`src/rtl/addsub_seq_pkg.sv`:
```
// rtl/addsub_seq_pkg.sv - shared types, slice width and saturation limit for addsub_seq
package addsub_seq_pkg;

    typedef enum logic [1:0] {
        IDLE = 2'd0,
        RUN  = 2'd1,
        DONE = 2'd2
    } state_t;

    localparam int NIBBLE_W  = 4;
    localparam int SAT_MAX_W = 64;

    // Most positive (neg=0) or most negative (neg=1) two's-complement value of width w.
    function automatic logic [SAT_MAX_W-1:0] sat_limit(input int w, input logic neg);
        logic [SAT_MAX_W-1:0] msb;
        msb = SAT_MAX_W'(1) << (w - 1);
        return neg ? msb : msb - SAT_MAX_W'(1);
    endfunction

endpackage

```
`src/rtl/addsub_nibble.sv`:
```
// rtl/addsub_nibble.sv - combinational 4-bit adder slice exposing the carry into its MSB
module addsub_nibble (
    input  logic [3:0] a,
    input  logic [3:0] b,
    input  logic       cin,
    output logic [3:0] s,
    output logic       cout,
    output logic       c3
);

    logic [3:0] lo;

    // Low three bits summed separately so the carry into bit 3 is available for overflow.
    assign lo   = {1'b0, a[2:0]} + {1'b0, b[2:0]} + {3'b000, cin};
    assign c3   = lo[3];
    assign s    = {a[3] ^ b[3] ^ c3, lo[2:0]};
    assign cout = (a[3] & b[3]) | (c3 & (a[3] ^ b[3]));

endmodule

```
`src/rtl/addsub_seq.sv`:
```
// rtl/addsub_seq.sv - nibble-serial signed add/subtract; ADDSUB_SEQ_SATURATE_EN clamps on overflow
module addsub_seq
    import addsub_seq_pkg::*;
#(
    parameter int NIBBLES = 4
) (
    input  logic                          clk,
    input  logic                          rst_n,
    input  logic                          start,
    input  logic                          sub,
    input  logic [NIBBLE_W*NIBBLES-1:0]   op_a,
    input  logic [NIBBLE_W*NIBBLES-1:0]   op_b,
    output logic                          ready,
    output logic                          busy,
    output logic                          done,
    output logic [NIBBLE_W*NIBBLES-1:0]   result,
    output logic                          ovfl
);

    localparam int W     = NIBBLE_W * NIBBLES;
    localparam int CNT_W = (NIBBLES > 1) ? $clog2(NIBBLES) : 1;
    localparam logic [CNT_W-1:0] LAST = CNT_W'(NIBBLES - 1);

`ifdef ADDSUB_SEQ_SATURATE_EN
    localparam logic [W-1:0] SAT_POS = W'(sat_limit(W, 1'b0));
    localparam logic [W-1:0] SAT_NEG = W'(sat_limit(W, 1'b1));
`endif

    state_t              state, state_nxt;
    logic [W-1:0]        a_q, b_q;
    logic                sub_q, carry;
    logic [CNT_W-1:0]    cnt;
    logic [NIBBLE_W-1:0] a_nib, b_nib, s_nib;
    logic                cout, c3, accept, last;

    assign accept = (state == IDLE) && start;
    assign last   = (cnt == LAST);
    assign ready  = (state == IDLE);
    assign busy   = (state == RUN);
    assign done   = (state == DONE);

    // Subtraction is A + ~B + 1: B inverted per slice, the +1 enters as the initial carry.
    always_comb begin
        a_nib = '0;
        b_nib = '0;
        for (int k = 0; k < NIBBLES; k++) begin
            if (cnt == k[CNT_W-1:0]) begin
                a_nib = a_q[k*NIBBLE_W +: NIBBLE_W];
                b_nib = b_q[k*NIBBLE_W +: NIBBLE_W] ^ {NIBBLE_W{sub_q}};
            end
        end
    end

    addsub_nibble u_slice (
        .a    (a_nib),
        .b    (b_nib),
        .cin  (carry),
        .s    (s_nib),
        .cout (cout),
        .c3   (c3)
    );

    always_comb begin
        state_nxt = state;
        case (state)
            IDLE:    if (start) state_nxt = RUN;
            RUN:     if (last)  state_nxt = DONE;
            DONE:    state_nxt = IDLE;
            default: state_nxt = IDLE;
        endcase
    end

    always_ff @(posedge clk or negedge rst_n) begin
        if (!rst_n) begin
            state  <= IDLE;
            a_q    <= '0;
            b_q    <= '0;
            sub_q  <= 1'b0;
            carry  <= 1'b0;
            cnt    <= '0;
            result <= '0;
            ovfl   <= 1'b0;
        end else begin
            state <= state_nxt;
            if (accept) begin
                a_q   <= op_a;
                b_q   <= op_b;
                sub_q <= sub;
                carry <= sub;
                cnt   <= '0;
            end else if (state == RUN) begin
                carry <= cout;
                cnt   <= last ? '0 : cnt + CNT_W'(1);
                for (int k = 0; k < NIBBLES; k++) begin
                    if (cnt == k[CNT_W-1:0]) result[k*NIBBLE_W +: NIBBLE_W] <= s_nib;
                end
                if (last) begin
                    ovfl <= c3 ^ cout;
`ifdef ADDSUB_SEQ_SATURATE_EN
                    if (c3 ^ cout) result <= a_q[W-1] ? SAT_NEG : SAT_POS;
`endif
                end
            end
        end
    end

endmodule
```
`config.mk`:
```
export PLATFORM = sky130hd
export DESIGN_NAME = addsub_seq
export DESIGN_NICKNAME = d
export VERILOG_FILES = /design/src/rtl/addsub_seq_pkg.sv /design/src/rtl/addsub_nibble.sv /design/src/rtl/addsub_seq.sv
export SDC_FILE = /design/constraint.sdc
export NUM_CORES = 1
export LEC_CHECK = 0
export BUFFER_PORTS_ARGS = -buffer_cell sky130_fd_sc_hd__buf_2
export CAP_MARGIN = 20
export CORE_MARGIN = 2
export CORE_UTILIZATION = 40
export DETAILED_ROUTE_END_ITERATION = 7
export HOLD_SLACK_MARGIN = 0.15
export PLACE_DENSITY = 0.69
export REMOVE_ABC_BUFFERS = 1
export SLEW_MARGIN = 20
export SYNTH_ARGS = -nofsm -noshare
export SYNTH_HDL_FRONTEND = slang
export SYNTH_SLANG_ARGS = --single-unit
```
`constraint.sdc`:
```
create_clock -name clk -period 5.2 [get_ports clk]
set_input_delay 0.26 -clock clk [delete_from_list [all_inputs] [get_ports clk]]
set_output_delay 0.26 -clock clk [all_outputs]
set_load 0.01 [all_outputs]
```
==> summary.md, run 1 <==
| Metric | Value |
|---|---|
| Critical path origin | cnt[1] |
| # IOs | 56 |
| CP peak stage delay | 0.46 ns |
| Area delta synth->final | 25.41% |
| # DRC | 0 |
| Post-Syn Area | 0.002718 mm2 |
| Worst flop-to-flop path startpoint | cnt[1] |
| DR top layer | met4 |
| Post-layout min period | 3.332 ns |
| Slowest cell on crit path | fa_1 |
| DRT iter0 DRCs | 73 |
| Vias | 2120 |
| Die Ht | 86.43 um |
| Initial Utilization | 40.67% |
| FMAX | 300.1 MHz |
| Clk pwr share | 13.1% |
| Setup bufs post-CTS | 0 |
| Routed wl met2 | 2.732 mm |
| Clock latency on the worst-skew pair | 0.31 ns |
| Post-Route M1 WL | 2.696 mm |
| CP endpoint kind | register |
| Reg power frac | 35.5% |
| Total Nets Final | 404 |
| Final period util | 64.08% |
| Min-delay src | op_a[9] |
| Die area | 0.007469 mm2 |
| Cell leakage power | 1.752 nW |
| Layout cells sized above 1 | 21.67% |
| Die Wd | 86.43 um |
| First-pass GRT wire length | 10.01 mm |
| Core Footprint | 0.006681 mm2 |
| Hold Crit Class | in -> reg |
| Worst setup path class | reg -> reg |
| Avg WL per Cell | 12.93 um |
| RSZ-0062 raised after global routing | false |
| Post-layout util | 51.01% |
| Fill cell count | 645 |
| Worst rel slew slack | 51.46% |
| Clk slew on worst S/H paths | 0.10 ns |
| Gpl congestion | 0.8031 |
| Cells after Synth | 279 |
| Clk Tree Root Cell | clkbuf_8 |
| CTS Buffer Depth | 2 |
| Total gr overflow | 0 |
| Most frequent CP cell | ha_1 |
| Sink Count | 55 |
| Synth Warn # | 0 |
| Pint | 1.310 mW |
| Logic pwr share | 51.5% |
| Post-CTS sizing | 0 |
| CP delay by family, top | adder cells |
| Cts hold-fix bufs | 32 |
| Max-Cap Viols | 0 |
| WL final | 5.691 mm |
| PortBufs | 55 |
| Worst-Margin Slew | 0.7282 ns |
| TritonCTS buffer count | 5 |
| WP buf/inv | 1 |
| Crit path required time | 5.41 ns |
| Routed length on met3 | 210 um |
| Most common cell after layout, fill and taps aside | nand2_1 |
| Antenna viol nets, final | 0 |
| H-tree Lvls | 2 |
| Largest net degree at the start of global routing | 56 |
| GRT Overall Usage | 16.79% |
| Total negative slack | 0 ns |
| Worst EP arrival | 3.54 ns |
| Status | finished, final reports clean |
| Sequential share of the synthesized area | 50.64% |
| Std-Cell Rows | 30 |
| Crit start category | register |
| Final hold violations | 0 |
| Most frequent cells in the layout | 108 x nand2_1, 55 x dfrtp_1, 55 x buf_2, 32 x dlygate4sd3_1 |
| Final Slew Violations | 0 |
| Initial antenna violation count | 0 |
| Diode count | 0 |
| Vias/cell | 4.818 |
| Maximum VDD drop | 0.0002929 V |
| Skew final | 0.007533 ns |
| Synth Register Bits | 55 |
| P_sw | 0.9447 mW |
| Final number of setup-violating endpoints | 0 |
| Drt pass-1 iters | 4 |
| Switch share | 41.90% |
| TritonCTS clock tree | yes |
| CP Max Fanout | 11 |
| Synth unique cells | 31 |
| P per Cell Area | 661.5 mW/mm2 |
| Syn Area/Cell | 9.741 um2 |
| CP cell instances | inv_1 > ha_1 > nor2b_1 > a22oi_1 > a221oi_1 > ha_1 > nand3b_1 > nand2_1 > fa_1 > and4_1 > a221o_1 |
| Hpwl dp | 3.915 mm |
| Vias in the first global route | 2201 |
==> cells by family after synthesis <==
family,count (synthesis),share of synthesized area (%)
AO/OA/AOI/OAI,35,8.840
XOR/XNOR,17,5.479
adder cells (fa/ha/maj),9,4.972
buffers and inverters,24,6.353
flip-flops,55,50.64
multiplexers,8,3.315
AND/OR/NAND/NOR,131,20.40
==> power groups by stage <==
stage	clock network (mW)	registers, mW	logic [mW]
finish	0.295	0.800	1.16
global route	0.314	0.830	1.35
CTS	0.302	0.806	1.18
detailed placement	0	0.816	1.15
global placement	0	0.805	1.12
floorplan	0	0.802	0.808
==> worst min-delay path, delay by kind of cell <==
family	cells	cell delay (ns)
AND/OR/NAND/NOR	1	0.04
buffers and inverters	1	0.08
AO/OA/AOI/OAI	1	0.06
==> per-layer routing <==
metal  vias to the layer above  track usage (%)
met5                         -                0
met4                         0            4.261
met3                         5            3.905
met2                        45            27.90
met1                      1004            22.26
li1                       1066                -
==> registers in the layout, summed over array words and instances (netlist names) <==
name    flops
carry       1
cnt         2
a_q        16
state       2
ovfl        1
sub_q       1
b_q        16
result     16
==> cell type report <==
class | instances | area, um2 | share of cell area, %
Sequential cell | 55 | 1376 | 40.38
Multi-Input combinational cell | 200 | 1174 | 34.43
Timing Repair Buffer | 89 | 610.6 | 17.91
Tap cell | 80 | 100.1 | 2.937
Clock buffer | 6 | 82.58 | 2.423
Clock inverter | 2 | 35.03 | 1.028
Inverter | 8 | 30.03 | 0.8811
==> final timing paths <==
path                       slack (ns)  cells after the start   endpoint
min in group asynchronous        0.60                      3     b_q[0]
max                              1.87                     11       ovfl
min                              0.15                      3     a_q[9]
min reg2reg                      0.48                      2  result[4]
max in group asynchronous        4.15                      3  result[5]
max reg2reg                      1.87                     11       ovfl
==> synth_stat cells <==
library cell  instances  area, um2
a21oi_1               4      20.02
a221o_1               4      40.04
a221oi_1              5      43.79
a22o_1                1      8.760
a22oi_1               5      37.54
and4_1                1      8.760
buf_2                 3      15.01
buf_4                 4      30.03
buf_6                 4      45.04
buf_8                 3      45.04
clkbuf_1              2      7.510
dfrtp_1              55       1376
fa_1                  3      60.06
ha_1                  6      75.07
inv_1                 6      22.52
inv_2                 2      7.510
mux2_2                8      90.09
nand2_1             108      405.4
nand2b_1              2      12.51
nand3_1               1      5.000
nand3b_1              4      30.03
nand3b_4              1      20.02
nor2_1                7      26.28
nor2b_1               4      25.02
nor3_1                1      5.000
nor3b_1               1      7.510
o21ai_0              12      60.06
o31ai_1               4      30.03
or3b_1                1      8.760
xnor2_1               5      43.79
xor2_1               12      105.1
==> stage by stage <==
stage	power (mW)	cells	instance area (um2)	setup WS, ns	hold WS (ns)
finish	2.255	440	3408	1.868	0.1546
global route	2.491	440	3408	1.549	0.1893
CTS	2.283	440	3408	1.816	0.1509
detailed placement	1.969	400	2970	1.842	0.4304
global placement	1.926	400	2970	2.015	0.4215
floorplan	1.610	263	2575	2.176	-0.03559
(Power assumes the default switching activity.)
==> run 2: changes to the inputs <==
ABC_AREA = 1   (was default)
PLACE_DENSITY = 0.71   (was 0.69)
clock period = 2.83 ns   (was 5.2 ns; I/O delays follow)
==> summary.md, run 2 <==
| Metric | Value |
|---|---|
| Status | finished, final reports clean |
| First-pass GRT wire length | 10.42 mm (+4.1%) |
| Hold Crit Class | in -> reg |
| Maximum VDD drop | 0.0007010 V (+140%) |
| Cells after Synth | 341 (+22%) |
| Share of flip-flops with an asynchronous set or reset | 100.0% (unchanged) |
| Crit start category | register |
| Most frequent CP cell | nand2_1 |
| TritonCTS buffer count | 5 (unchanged) |
| Final Slew Violations | 0 (unchanged) |
| Synth top area share | 48.03% (-2.6 points) |
| Die Wd | 88.64 um (+2.6%) |
| Most frequent cell after synthesis | nand2_1 |
| Pint | 2.570 mW (+96%) |
| # IOs | 56 (unchanged) |
| GRT Overall Usage | 16.95% (+0.16 points) |
| Std-Cell Rows | 30 (unchanged) |
| Clk pwr share | 11.6% (-1.5 points) |
| Diode count | 0 (unchanged) |
| Layout cells sized above 1 | 26.88% (+5.2 points) |
| Design area | 0.003770 mm2 (+11%) |
| Clk slew on worst S/H paths | 0.09 ns (about the same) |
| Clk Tree Root Cell | clkbuf_8 |
| Post-synth EDFFs | 0 (unchanged) |
| Die Ht | 88.64 um (+2.6%) |
| Hpwl dp | 4.312 mm (+10%) |
| Vias/cell | 4.591 (-4.7%) |
| Top cell type by total area after synthesis | dfrtp_1 |
| Synth Warn # | 0 (unchanged) |
| Avg WL per Cell | 12.06 um (-6.8%) |
| Crit path required time | 3.06 ns (-2.35 ns) |
| Total negative slack | 0 ns (unchanged) |
| Total Nets Final | 483 (+20%) |
| CP cell instances | inv_2 > ha_2 > inv_1 > nor2_4 > nand2_1 > nand2_1 > o211ai_1 > nand2_1 > ha_4 > a21oi_2 > nand2_2 > fa_2 > inv_2 > o21ai_0 |
| Top_reg_cell synth | dfrtp_1 |
| FMAX | 362.4 MHz (+21%) |
| Area delta synth->final | 31.57% |
| Area post-placement | 0.003213 mm2 (+8.2%) |
| Final number of setup-violating endpoints | 0 (unchanged) |
| Fill cell count | 686 (+6.4%) |
| Gpl congestion | 0.8168 (+1.7%) |
| Dominant cells by area after synthesis | dfrtp_1 48%, nand2_1 21%, o21ai_2 4.3%, nand3_1 3.7%, inv_1 3.3% |
| Post-Syn Area | 0.002865 mm2 (+5.4%) |
| CP peak stage delay | 0.57 ns (+0.11 ns) |
| Skew final | 0.006888 ns (-0.0006455 ns) |
| Worst EP arrival | 2.99 ns (-0.55 ns) |
| Initial antenna violation count | 0 (unchanged) |
| Die area | 0.007856 mm2 (+5.2%) |
| Most frequent cells after synthesis | 161 x nand2_1, 55 x dfrtp_1, 25 x inv_1 |
| Logic pwr share | 58.6% (+7.1 points) |
| P per Cell Area | 1255 mW/mm2 (+90%) |
| CP endpoint kind | register |
| Syn Area/Cell | 8.402 um2 (-14%) |
| Sink Count | 55 (unchanged) |
| Final hold violations | 0 (unchanged) |
| Post-layout min period | 2.759 ns (-0.5725 ns) |
| TritonCTS clock tree | yes |
| Initial Utilization | 41.71% (+1.0 points) |
| # DRC | 0 (unchanged) |
| WL final | 6.452 mm (+13%) |
| P_sw | 2.161 mW (+130%) |
| Slowest cell on crit path | fa_2 |
| Reg power frac | 29.8% (-5.7 points) |
| Most frequent cells in the layout | 160 x nand2_1, 55 x buf_2, 54 x dfrtp_1, 34 x dlygate4sd3_1 |
| Vias in the first global route | 2327 (+5.7%) |
| Switch share | 45.68% (+3.8 points) |
| Largest net degree at the start of global routing | 56 (unchanged) |
| Hold Worst Slack | 0.2677 ns (+0.1131 ns) |
| Vias | 2456 (+16%) |
| Core Footprint | 0.006869 mm2 (+2.8%) |
| PortBufs | 55 (unchanged) |
| DRT iter0 DRCs | 100 (+37%) |
| CP Max Fanout | 7 (-4) |
| Antenna viol nets, final | 0 (unchanged) |
| Worst setup path class | reg -> reg |
| Worst rel slew slack | 54.29% (+2.8 points) |
| Max-Cap Viols | 0 (unchanged) |
| Worst-Margin Slew | 0.6856 ns (-0.04258 ns) |
| CTS Buffer Depth | 2 (unchanged) |
| Clock latency on the worst-skew pair | 0.31 ns (about the same) |
| Drt pass-1 iters | 4 (unchanged) |
| Biggest regs | a_q x16, b_q x16, result x16 |
| Most common cell after layout, fill and taps aside | nand2_1 |
| Synth Register Bits | 55 (unchanged) |
| H-tree Lvls | 2 (unchanged) |
| Sequential share of the synthesized area | 48.03% (-2.6 points) |
| Design Power | 4.731 mW (+110%) |
| Cell leakage power | 1.989 nW (+14%) |
| Synth unique cells | 24 (-23%) |
| Final period util | 97.51% (+33 points) |
| Post-layout util | 54.88% (+3.9 points) |
| Total gr overflow | 0 (unchanged) |
## run 2: worst max-delay path: cells and delay by family, from the launching register on
family,cells,cell delay (ns)
adder cells (fa/ha/maj),3,1.01
AND/OR/NAND/NOR,5,0.53
flip-flops,1,0.48
buffers and inverters,3,0.23
AO/OA/AOI/OAI,3,0.41
## run 2: final cells by class
type	instances	area (um2)	area share [%]
flip-flops and latches	55	1378	36.54
multi-input cells	244	1308	34.68
repair buffers	102	713.2	18.92
inverters	30	130.1	3.452
well taps	96	120.1	3.186
clock buffers	6	82.58	2.191
clock inverters	2	38.79	1.029
## run 2: through the flow
stage / setup WS [ns] / instances
floorplan: 0.1368 / 329
global placement: 0.08420 / 488
detailed placement: -0.03611 / 488
CTS: 0.03647 / 530
global route: -0.02502 / 535
finish: 0.07052 / 535
## run 2: timing repair
item | 4_1_cts | 5_1_grt
buffers inserted | 0 | 5
endpoints found under the setup margin | 6 | 12
endpoints found under the hold margin | 89 | 0
gates resized for setup | 2 | 17
pin swaps | 0 | 3
hold buffers | 34 | 0
## run 2: worst paths after layout
check	cells past startpoint	endpoint	startpoint	slack (ns)
min in group asynchronous	3	result[5]	rst_n	0.49
max in group asynchronous	3	cnt[0]	rst_n	1.85
worst max-delay path	14	result[7]	cnt[0]	0.07
worst min-delay path	3	state[0]	start	0.27
worst max register to register	14	result[7]	cnt[0]	0.07
worst min register to register	2	result[12]	result[12]	0.48
## run 2: per-layer routing
metal	routed length (um)	up-vias	track usage (%)	part of all wire, %
met5	0	-	0	0
met1	2984	1136	22.82	46
li1	-	1257	-	-
met4	37	0	3.719	0.57
met2	3113	58	28.36	48
met3	316	5	3.451	4.9
## run 2: kinds of logic (layout without fill, tap and decap cells)
group | after synthesis | in the layout | synth area share [%]
flip-flops | 55 | 55 | 48.03
AND/OR/NAND/NOR | 192 | 192 | 28.60
buffers and inverters | 42 | 140 | 8.297
XOR/XNOR | 5 | 5 | 1.528
AO/OA/AOI/OAI | 38 | 38 | 8.821
adder cells (fa/ha/maj) | 9 | 9 | 4.716
## run 2: power by group through the flow
stage | registers [mW] | clock network [mW] | logic [mW]
after global routing | 1.45 | 0.591 | 3.13
after CTS | 1.40 | 0.568 | 2.49
after floorplan | 1.43 | 0 | 1.66
after global placement | 1.40 | 0 | 2.34
final | 1.41 | 0.548 | 2.77
after detailed placement | 1.41 | 0 | 2.41
==> run 3: changes to the inputs <==
REMOVE_ABC_BUFFERS = default   (was 1)
==> summary.md, run 3 (synthesis gave the netlist of run 2 again) <==
| Metric | Value |
|---|---|
| TritonCTS clock tree | yes |
| Biggest regs | a_q x16, b_q x16, result x16 |
| Core Footprint | 0.006869 mm2 (unchanged) |
| Die Ht | 88.64 um (unchanged) |
| Worst-Margin Slew | 0.6194 ns (-0.06615 ns) |
| CP endpoint kind | register |
| Worst rel slew slack | 58.70% (+4.4 points) |
| Final Slew Violations | 0 (unchanged) |
| CP cell instances | inv_4 > ha_4 > inv_1 > nor2_4 > nand3_1 > nand2_1 > nand2_1 > nand2_1 > nand2_1 > fa_2 > inv_1 > nand3_1 > nand2_2 > fa_2 > inv_2 > o21ai_0 |
| Max-Cap Viols | 0 (unchanged) |
| Std-Cell Rows | 30 (unchanged) |
| WP buf/inv | 4 (+1) |
| Die area | 0.007856 mm2 (unchanged) |
| WL final | 6.310 mm (-2.2%) |
| Area delta synth->final | 29.39% |
| Layout cells sized above 1 | 25.35% (-1.5 points) |
| P per Cell Area | 1213 mW/mm2 (-3.3%) |
| Status | finished, final reports clean |
| RR Endpoint | result[3] |
| Final period util | 95.05% (-2.5 points) |
| Clk Tree Root Cell | clkbuf_8 |
| Slowest cell on crit path | dfrtp_2 |
| P_sw | 2.110 mW (-2.4%) |
| # IOs | 56 (unchanged) |
| # DRC | 0 (unchanged) |
| Design area | 0.003707 mm2 (-1.7%) |
| Post-route insts no fill | 530 (-0.93%) |
| DR top layer | met4 |
| Crit start category | register |
| Switch share | 46.92% (+1.2 points) |
| Most common cell after layout, fill and taps aside | nand2_1 |
| Worst setup path class | reg -> reg |
| GRT Overall Usage | 16.50% (-0.44 points) |
| TritonCTS buffer count | 5 (unchanged) |
| PortBufs | 55 (unchanged) |
| Vias | 2417 (-1.6%) |
| Drt pass-1 iters | 4 (unchanged) |
| Area post-placement | 0.003206 mm2 (-0.23%) |
| Register-to-register setup slack | 0.14 ns (+0.07 ns) |
| CP Max Fanout | 7 (unchanged) |
| Die Wd | 88.64 um (unchanged) |
| Clock latency on the worst-skew pair | 0.31 ns (about the same) |
| Register-to-Register Path Depth | 16 (+2) |
| Gpl congestion | 0.8109 (-0.72%) |
| Dpl cells | 487 (-0.20%) |
| Sink Count | 55 (unchanged) |
| Vias in the first global route | 2232 (-4.1%) |
| Hold endpoint | state[0] |
| Antenna viol nets, final | 0 (unchanged) |
| First-pass GRT wire length | 10.03 mm (-3.7%) |
| Hold Crit Class | in -> reg |
| Total Nets Final | 478 (-1.0%) |
| Clk pwr share | 9.3% (-2.3 points) |
| Initial Utilization | 41.71% (unchanged) |
| CP delay by family, top | adder cells |
| H-tree Lvls | 2 (unchanged) |
| Pint | 2.387 mW (-7.1%) |
| Dpl ws | 0.03436 ns (+0.07048 ns) |
| Vias/cell | 4.560 (-0.66%) |
| Hpwl dp | 4.451 mm (+3.2%) |
| Post-Route M1 WL | 2.924 mm (-2.0%) |
| CP peak stage delay | 0.48 ns (-0.09 ns) |
| Total gr overflow | 0 (unchanged) |
| Maximum VDD drop | 0.0005495 V (-22%) |
| CTS Buffer Depth | 2 (unchanged) |
| Logic pwr share | 59.4% (+0.8 points) |
| Worst flop-to-flop path startpoint | cnt[0] |
| Post-Syn Nets | 386 |
| Final number of setup-violating endpoints | 0 (unchanged) |
| Worst EP arrival | 2.88 ns (-0.11 ns) |
| Cell leakage power | 1.950 nW (-2.0%) |
| Post-layout min period | 2.690 ns (-0.06965 ns) |
| Hold path depth | 3 (unchanged) |
| FMAX | 371.8 MHz (+2.6%) |
| Reg power frac | 31.4% (+1.6 points) |
| Routed wl met2 | 3.036 mm (-2.5%) |
| Most frequent cells in the layout | 160 x nand2_1, 55 x buf_2, 54 x dfrtp_1, 34 x dlygate4sd3_1 |
| Routed length on met3 | 240 um (-24%) |
| DRT iter0 DRCs | 118 (+18%) |
| Avg WL per Cell | 11.91 um (-1.3%) |
| Min-delay src | start |
| Clk slew on worst S/H paths | 0.09 ns (about the same) |
| Largest net degree at the start of global routing | 47 (-16%) |
| Most frequent CP cell | nand2_1 |
| Diode count | 0 (unchanged) |
| Design Power | 4.497 mW (-4.9%) |
| Critical path origin | cnt[0] |
| Crit path required time | 3.02 ns (-0.04 ns) |
| Initial antenna violation count | 0 (unchanged) |
| Final hold violations | 0 (unchanged) |
| Skew final | 0.01013 ns (+0.003241 ns) |
| Final worst setup slack | 0.1402 ns (+0.06965 ns) |
| Total negative slack | 0 ns (unchanged) |
run 3: cell type report:
| type | count | area [um2] |
|---|---|---|
| fillers | 669 | 3162 |
| flip-flops and latches | 55 | 1378 |
| multi-input cells | 244 | 1320 |
| repair buffers | 97 | 675.6 |
| inverters | 30 | 132.6 |
| well taps | 96 | 120.1 |
| clock buffers | 7 | 76.32 |
| clock inverters | 1 | 5.005 |
run 3: repair_timing:
| item | 4_1_cts | 5_1_grt |
|---|---|---|
| setup endpoints to repair | 0 | 13 |
| hold endpoints to repair | 60 | 0 |
| setup buffers | 0 | 1 |
| hold buffers | 34 | 0 |
| resized for setup | 0 | 20 |
run 3: routing by layer:
layer | vias to the layer above | track usage, %
met2 | 53 | 27.00
met1 | 1110 | 22.24
met5 | - | 0
met4 | 0 | 5.372
li1 | 1242 | -
met3 | 12 | 2.985
run 3: how the worst max path moves through the flow:
| stage | to | slack [ns] | depth (start not counted) |
|---|---|---|---|
| final | result[3] | 0.14 | 16 |
| after global routing | result[11] | -0.02 | 16 |
| after CTS | ovfl | 0.02 | 12 |
| after detailed placement | ovfl | 0.03 | 15 |
| after global placement | ovfl | 0.12 | 15 |
| after floorplan | ovfl | 0.26 | 13 |
run 3: metrics by stage:
stage / hold WS [ns] / utilization, %
floorplan: -0.1541 / -
global placement: 0.1852 / 46.67
CTS: 0.2601 / 52.81
detailed placement: 0.1876 / 46.67
finish: 0.2596 / 53.97
global route: 0.2839 / 53.97
run 3: power groups by stage:
stage                     clock [mW]  sequential, mW  combinational [mW]
final                          0.417            1.41                2.67
after CTS                      0.427            1.40                2.44
after global routing           0.464            1.45                3.04
after detailed placement           0            1.41                2.40
after global placement             0            1.40                2.32
after floorplan                    0            1.40                1.79
run 3: worst register-to-register path: stages, from the launching register on:
cell and delay, ns:
dfrtp_2 0.48, inv_4 0.11, ha_4 0.17, inv_1 0.07, nor2_4 0.18, nand3_1 0.09
nand2_1 0.07, nand2_1 0.04, nand2_1 0.05, nand2_1 0.07, fa_2 0.32, inv_1 0.09
nand3_1 0.12, nand2_2 0.12, fa_2 0.43, inv_2 0.09, o21ai_0 0.08
